### src/rtl/ate_pkg.sv
// Shared constants for the threshold-engine bin packer.
// Strip length depends on ATE_PACK_THRESH_EN (per-block threshold bytes appended).
package ate_pkg;
  localparam int BLK_DIM         = 8;
  localparam int BLK_PER_STRIP   = 6;
  localparam int BYTES_PER_STRIP = BLK_DIM * BLK_PER_STRIP;
  localparam int THR_BYTES       = BLK_PER_STRIP;
  localparam int ADDR_W          = 6;

  function automatic int strip_len();
`ifdef ATE_PACK_THRESH_EN
    return BYTES_PER_STRIP + THR_BYTES;
`else
    return BYTES_PER_STRIP;
`endif
  endfunction

  localparam int STRIP_LEN = strip_len();

  typedef enum logic {
    WR_STORE = 1'b0,
    WR_DROP  = 1'b1
  } wr_state_e;
endpackage

### src/rtl/ate_bin_packer_if.sv
// Bin input / byte output bundle of the bin packer. Handshake: a byte transfers on
// every rising clk where out_valid && out_ready; bins transfer whenever bin_valid is high.
interface ate_bin_packer_if;
  import ate_pkg::*;

  logic       bin_valid;
  logic       bin;
  logic [7:0] threshold;
  logic       out_valid;
  logic       out_ready;
  logic [7:0] out_data;
  logic       out_last;
  logic       overflow;
  wr_state_e  dbg_wr_state;

  modport master (
    output bin_valid, bin, threshold, out_ready,
    input  out_valid, out_data, out_last, overflow, dbg_wr_state
  );

  modport slave (
    input  bin_valid, bin, threshold, out_ready,
    output out_valid, out_data, out_last, overflow, dbg_wr_state
  );
endinterface

### src/rtl/ate_strip_bank.sv
// Two-bank strip byte memory: one write port, one asynchronous read port,
// and a full flag per bank with independent set/clear.
module ate_strip_bank
  import ate_pkg::*;
(
  input  logic              clk,
  input  logic              reset,
  input  logic              we_i,
  input  logic              wbank_i,
  input  logic [ADDR_W-1:0] waddr_i,
  input  logic [7:0]        wdata_i,
  input  logic              rbank_i,
  input  logic [ADDR_W-1:0] raddr_i,
  output logic [7:0]        rdata_o,
  input  logic              set_i,
  input  logic              set_bank_i,
  input  logic              clr_i,
  input  logic              clr_bank_i,
  output logic [1:0]        full_o
);
  logic [7:0] mem_q [2][STRIP_LEN];
  logic [1:0] full_q, full_d;

  always_ff @(posedge clk or posedge reset) begin
    if (reset) begin
      for (int b = 0; b < 2; b++) begin
        for (int a = 0; a < STRIP_LEN; a++) begin
          mem_q[b][a] <= '0;
        end
      end
    end else if (we_i) begin
      mem_q[wbank_i][waddr_i] <= wdata_i;
    end
  end

  // Set and clear normally target different banks; set wins if they ever coincide.
  always_comb begin
    full_d = full_q;
    if (clr_i) full_d[clr_bank_i] = 1'b0;
    if (set_i) full_d[set_bank_i] = 1'b1;
  end

  always_ff @(posedge clk or posedge reset) begin
    if (reset) full_q <= '0;
    else       full_q <= full_d;
  end

  assign rdata_o = mem_q[rbank_i][raddr_i];
  assign full_o  = full_q;
endmodule

### src/rtl/ate_bin_packer.sv
// Packs the threshold engine's block-ordered bin stream into raster-ordered strip bytes.
// Build option: ATE_PACK_THRESH_EN appends the six per-block threshold bytes to each strip.
module ate_bin_packer
  import ate_pkg::*;
(
  input logic             clk,
  input logic             reset,
  ate_bin_packer_if.slave bus
);
  localparam logic [2:0]        BLK_LAST = 3'(BLK_PER_STRIP - 1);
  localparam logic [ADDR_W-1:0] RD_LAST  = ADDR_W'(STRIP_LEN - 1);

  logic [5:0]        pix_q, pix_d;
  logic [2:0]        blk_q, blk_d;
  logic              wr_bank_q, wr_bank_d;
  logic [6:0]        sh_q, sh_d;
  wr_state_e         wr_state_q, wr_state_d;
  logic              overflow_q, overflow_d;
  logic              rd_bank_q, rd_bank_d;
  logic [ADDR_W-1:0] rd_ptr_q, rd_ptr_d;

  logic              first_bin, strip_done, drop_now, dropping;
  logic              out_valid, fire, rd_last, clr_full, set_full;
  logic              we;
  logic [ADDR_W-1:0] waddr;
  logic [7:0]        wdata, rdata;
  logic [1:0]        full;

  always_comb begin
    pix_d      = pix_q;
    blk_d      = blk_q;
    wr_bank_d  = wr_bank_q;
    sh_d       = sh_q;
    wr_state_d = wr_state_q;
    rd_bank_d  = rd_bank_q;
    rd_ptr_d   = rd_ptr_q;
    we         = 1'b0;
    waddr      = ADDR_W'(pix_q[5:3]) * ADDR_W'(BLK_PER_STRIP) + ADDR_W'(blk_q);
    wdata      = {sh_q, bus.bin};

    out_valid  = full[rd_bank_q];
    fire       = out_valid && bus.out_ready;
    rd_last    = (rd_ptr_q == RD_LAST);
    clr_full   = fire && rd_last;

    first_bin  = bus.bin_valid && (pix_q == 6'd0) && (blk_q == 3'd0);
    strip_done = bus.bin_valid && (pix_q == 6'd63) && (blk_q == BLK_LAST);
    // A bank being drained of its last byte this cycle counts as free.
    drop_now   = full[wr_bank_q] && !(clr_full && (rd_bank_q == wr_bank_q));
    dropping   = (wr_state_q == WR_DROP);
    if (first_bin) begin
      dropping   = drop_now;
      wr_state_d = drop_now ? WR_DROP : WR_STORE;
    end
    overflow_d = overflow_q | (first_bin & drop_now);
    set_full   = strip_done && !dropping;

    if (bus.bin_valid) begin
      sh_d  = {sh_q[5:0], bus.bin};
      pix_d = pix_q + 6'd1;
      if (pix_q == 6'd63) begin
        if (blk_q == BLK_LAST) begin
          blk_d     = 3'd0;
          wr_bank_d = ~wr_bank_q;
        end else begin
          blk_d = blk_q + 3'd1;
        end
      end
      if (!dropping) begin
        if (pix_q[2:0] == 3'd7) begin
          we = 1'b1;
        end
`ifdef ATE_PACK_THRESH_EN
        else if (pix_q == 6'd0) begin
          we    = 1'b1;
          waddr = ADDR_W'(BYTES_PER_STRIP) + ADDR_W'(blk_q);
          wdata = bus.threshold;
        end
`endif
      end
    end

    if (fire) begin
      if (rd_last) begin
        rd_ptr_d  = '0;
        rd_bank_d = ~rd_bank_q;
      end else begin
        rd_ptr_d = rd_ptr_q + ADDR_W'(1);
      end
    end
  end

`ifndef ATE_PACK_THRESH_EN
  logic unused_threshold;
  assign unused_threshold = ^bus.threshold;
`endif

  always_ff @(posedge clk or posedge reset) begin
    if (reset) begin
      pix_q      <= '0;
      blk_q      <= '0;
      wr_bank_q  <= 1'b0;
      sh_q       <= '0;
      wr_state_q <= WR_STORE;
      overflow_q <= 1'b0;
      rd_bank_q  <= 1'b0;
      rd_ptr_q   <= '0;
    end else begin
      pix_q      <= pix_d;
      blk_q      <= blk_d;
      wr_bank_q  <= wr_bank_d;
      sh_q       <= sh_d;
      wr_state_q <= wr_state_d;
      overflow_q <= overflow_d;
      rd_bank_q  <= rd_bank_d;
      rd_ptr_q   <= rd_ptr_d;
    end
  end

  ate_strip_bank u_bank (
    .clk        (clk),
    .reset      (reset),
    .we_i       (we),
    .wbank_i    (wr_bank_q),
    .waddr_i    (waddr),
    .wdata_i    (wdata),
    .rbank_i    (rd_bank_q),
    .raddr_i    (rd_ptr_q),
    .rdata_o    (rdata),
    .set_i      (set_full),
    .set_bank_i (wr_bank_q),
    .clr_i      (clr_full),
    .clr_bank_i (rd_bank_q),
    .full_o     (full)
  );

  assign bus.out_valid    = out_valid;
  assign bus.out_data     = rdata;
  assign bus.out_last     = out_valid && rd_last;
  assign bus.overflow     = overflow_q;
  assign bus.dbg_wr_state = wr_state_q;
endmodule

### src/flat_wrapper.sv
// flat-port wrapper written by rule: the top's interface ports become plain ports
module ate_bin_packer_flat import ate_pkg::*;
  (clk, reset, bus_bin_valid, bus_bin, bus_threshold, bus_out_ready, bus_out_valid, bus_out_data, bus_out_last, bus_overflow, bus_dbg_wr_state);
  ate_bin_packer_if bus_i ();
  input logic clk;
  input logic reset;
  input wire logic [$bits(bus_i.bin_valid)-1:0] bus_bin_valid;
  input wire logic [$bits(bus_i.bin)-1:0] bus_bin;
  input wire logic [$bits(bus_i.threshold)-1:0] bus_threshold;
  input wire logic [$bits(bus_i.out_ready)-1:0] bus_out_ready;
  output wire logic [$bits(bus_i.out_valid)-1:0] bus_out_valid;
  output wire logic [$bits(bus_i.out_data)-1:0] bus_out_data;
  output wire logic [$bits(bus_i.out_last)-1:0] bus_out_last;
  output wire logic [$bits(bus_i.overflow)-1:0] bus_overflow;
  output wire logic [$bits(bus_i.dbg_wr_state)-1:0] bus_dbg_wr_state;
  assign bus_i.bin_valid = bus_bin_valid;
  assign bus_i.bin = bus_bin;
  assign bus_i.threshold = bus_threshold;
  assign bus_i.out_ready = bus_out_ready;
  assign bus_out_valid = bus_i.out_valid;
  assign bus_out_data = bus_i.out_data;
  assign bus_out_last = bus_i.out_last;
  assign bus_overflow = bus_i.overflow;
  assign bus_dbg_wr_state = bus_i.dbg_wr_state;
  ate_bin_packer u_core (.clk(clk), .reset(reset), .bus(bus_i));
endmodule
### config.mk
export PLATFORM = sky130hd
export DESIGN_NAME = ate_bin_packer_flat
export DESIGN_NICKNAME = d
export VERILOG_FILES = /design/src/rtl/ate_pkg.sv /design/src/rtl/ate_bin_packer_if.sv /design/src/rtl/ate_strip_bank.sv /design/src/rtl/ate_bin_packer.sv /design/src/flat_wrapper.sv
export SDC_FILE = /design/constraint.sdc
export NUM_CORES = 2
export LEC_CHECK = 0
export BUFFER_PORTS_ARGS = -buffer_cell sky130_fd_sc_hd__buf_2
export CORE_MARGIN = 2
export CORE_UTILIZATION = 65
export CTS_CLUSTER_SIZE = 12
export DETAILED_ROUTE_END_ITERATION = 12
export GPL_TIMING_DRIVEN = 0
export HOLD_SLACK_MARGIN = 0.06
export PLACE_DENSITY = 0.78
export SLEW_MARGIN = 20
export SYNTH_ARGS = -nofsm -noshare
export SYNTH_HDL_FRONTEND = slang
export SYNTH_SLANG_ARGS = --single-unit
### constraint.sdc
create_clock -name clk -period 66 [get_ports clk]
set_input_delay 3.3 -clock clk [delete_from_list [all_inputs] [get_ports clk]]
set_output_delay 3.3 -clock clk [all_outputs]
set_load 0.05 [all_outputs]
==> results.md <==
* Antenna violations before repair at 10
* Max clock buf depth at 3
* Final HPWL DP at ~84 mm
* Most frequent CP cell: buf_2
* CTS tree: yes
* Max-cap violation count at 0
* Worst reg2reg startpoint: u_core.pix_q[3]
* Gr usage total at between 40% and 50%
* GP Congestion at ~1.0
* Synth Cell Area at between 30000 and 40000 sq um
* Crit path capture: bus_out_data[1]
* Startpoint Class: flop
* Post-layout util at 72.4%
* Drt drc at 0
* ANT nets after route at 0
* Avg Cell Area, Syn at 15.1 sq um
* Htree depth at 3
* Final WS setup at ~57 ns
* Reg2reg end: u_core.u_bank.mem_q[462]
* Worst Path Required at roughly 63 ns
* Die Y at approximately 240 um
* Area leader, netlist: dfrtp_1
* Chip width at roughly 240 um
* Top post-synthesis cells by area: dfrtp_1 (54%), mux2_2 (24%), mux4_2 (11%), mux2i_1 (1.8%), clkbuf_1 (1.3%)
* Final period util at between 10% and 20%
* Num ports at 25
* Layout cell share with drive strength beyond 1 at a little under half
* Vias in the first global route at between 20000 and 25000
* Post-synth EDFFs at 0
* TritonCTS sink count at a little under 800
* WL final at between 100 and 150 mm
* TritonRoute pass-1 iters at 8
* CP max-delay cell: clkbuf_1
* Critical Path Sink Type: output port
* VDD IR max at between 0.00002 and 0.00003 V
* Seq/Total Area, Yosys at between 50% and 60%
* Final Setup Violations at 0
* Pwr/cell area at about 30 nW/um^2
* Initial DRC count at about 3200
* Hold buffers post-CTS at 0
* Pre-CTS setup slack at 57.53 ns
* #FFs+latches synth at 796
* Root Buffer: clkbuf_16
* Core area at around 56000 sq um
* Largest stage delay, worst path at 0.92 ns
* Total gr overflow at 0
* Num CTS Buffers at between 80 and 90
* Nets at 2562
* Crit path DAT at around 5.8 ns
* Clk Latency, worst-skew pair at 0.65 ns
* Hold WC Path Type: reg -> reg
* Synthesized Nets at ~2500
* Post-synth top area share at between 50% and 60%
* Max Clk Rate at roughly 110 MHz
* WS Path Type: reg -> out
* Syn. warnings at 0
* Reg2Reg Depth at 8
* Fin. Hold Viols at 0
* Cells after synthesis at around 2400
* Critical Path Source: u_core.rd_ptr_q[1]
* Setup_tns at 0 ns
* Number of vias per cell at ~7.2
* Synth Flop Type: dfrtp_1
* Synth cell types at 56
* Critical path's top delay family: buffers and inverters
* Die ar. at just under 60000 sq um
* Crit-path cells: buf_2, buf_1, clkbuf_1, buf_1, buf_2, mux2i_1, a22oi_1, nand4_1, nand3_1, buf_2
* Least-Margin Pin Slew at approximately 1.3 ns
* Final Skew at between 0.02 and 0.03 ns
* Buffers & Inverters on Critical Path at 6
* Routed length per instance at 36.4 um
* Asr flop ratio synth at 100%
* Clock transition at path regs at 0.06 ns
* First-pass GRT wire length at around 180 mm
* Post-CTS setup buffers at 0
* Stages on worst setup path at 10
* Min Tclk post-route at roughly 9 ns
* Relative slew slack at 16.1%
* Initial Utilization at 65.5%
* R2R setup slack at a little over 60 ns
* RSZ-0062 raised after global routing: no
* Row count at 87
* Crit path max fanout at 10
* Layout overhead on the synthesized area at 10.6%
* Post-cts repair resize count at 0
* Via count at ~24000
* Buffers added on ports at 15
* Outcome: completed
* Pleak at between 15 and 20 nW
* Largest net degree at the start of global routing at 112
* Slew Limit Fails at 0
-- synth_stat cells, types with 10 or more instances --
cell / instances
nor2_1: 64
buf_2: 16
dfrtp_1: 796
nor2b_1: 14
nor2_2: 15
a22oi_1: 19
nor3_1: 12
mux2_2: 781
inv_1: 12
nand2_1: 100
buf_1: 32
nand3_1: 38
clkbuf_1: 128
ha_1: 10
mux2i_1: 67
mux4_2: 186
o21ai_0: 12
o22ai_1: 16
-- metrics by stage --
step           power (mW)  cells  hold slack (ns)  area (sq um)
2_1_floorplan       0.693   2429            0.463         36700
3_3_place_gp        0.777   3200            0.451         37700
3_5_place_dp        0.786   3209            0.475         38000
4_1_cts              1.24   3348            0.489         40600
5_1_grt              1.28   3348            0.511         40600
6_report             1.25   3349            0.481         40600
-- per-layer routing --
metal	vias to the layer above	part of all wire [%]	GRT usage [%]
met5	-	0.058	0
met4	10	6.6	23.7
met3	444	12	13.8
met2	1622	44	61.5
met1	12800	38	57.7
li1	9206	-	-
-- report_power, final --
group	internal [mW]	leakage [nW]	switching, mW
clock network	0.263	1.26	0.195
registers	0.526	11.1	0.0213
logic	0.0785	6.91	0.166
total	0.868	19.2	0.381
-- worst min path at each step --
stage	start	to	slack (ns)	depth (start not counted)
floorplan	u_core.u_bank.full_o[1]	u_core.u_bank.full_o[1]	0.46	2
global placement	u_core.bus.overflow	u_core.bus.overflow	0.45	1
detailed placement	u_core.bus.overflow	u_core.bus.overflow	0.47	1
CTS	u_core.bus.overflow	u_core.bus.overflow	0.49	1
global route	u_core.u_bank.mem_q[546]	u_core.u_bank.mem_q[546]	0.51	1
finish	u_core.bus.overflow	u_core.bus.overflow	0.48	1
-- area by class of cell --
cell class / instances / area, sq um
clock buffer: 129 / 2420
timing repair buffer: 24 / 310
clock inverter: 10 / 165
inverter: 12 / 52.6
multi-input combinational: 1442 / 16100
sequential: 796 / 19900
buffer: 179 / 736
tap: 756 / 946
fill: 3662 / 15400
antenna: 1 / 2.50
-- cell families (layout without fill, tap and decap cells) --
kind of cell               after synthesis  in the layout  share of synthesized area (%)
AOI/OAI and AO/OA                       85             85                           1.69
DFF                                    796            796                           54.3
xor gates and xnor gates                12             12                          0.286
muxes                                 1042           1042                           37.5
other                                    0              1                              0
adders and majority gates               12             12                          0.450
buffers and inverters                  191            354                           2.05
and+or+nand+nor                        291            291                           3.74
-- worst register-to-register path: cells and delay by family (launching register included) --
kind,cells,cell delay [ns]
buffers and inverters,1,0.05
AND/OR/NAND/NOR,4,2.60
adder cells (fa/ha/maj),2,0.86
multiplexers,1,0.43
flip-flops,1,0.45
-- cell usage in the layout, fill, tap and decap left out, types with 4 or more instances in the layout --
cell	instances
nor2_2	21
a22o_1	4
o21ai_0	12
o22ai_1	16
a22oi_1	19
nand2b_1	6
or3_1	5
mux4_2	186
xnor2_1	9
mux2i_1	67
clkbuf_16	84
and2_0	4
nor2b_1	14
clkbuf_8	15
dfrtp_1	796
mux2_4	8
inv_1	11
mux2_2	781
buf_2	43
ha_1	10
a32oi_1	5
clkbuf_2	11
o211ai_1	6
nand4_1	8
a2111oi_0	4
or2_1	4
and3_1	4
buf_16	8
buf_1	16
nand3_1	38
nor3_1	12
clkbuf_1	152
and2_1	6
nor2_1	58
nand2_1	100
-- registers in the layout, indices dropped and copies added (netlist names), 2 cells and up --
register              count
u_core.pix_q              6
u_core.sh_q               7
u_core.rd_ptr_q           6
u_core.u_bank.mem_q     768
u_core.blk_q              3
u_core.u_bank.full_o      2
No activity file was read; power rests on OpenSTA's default activity.
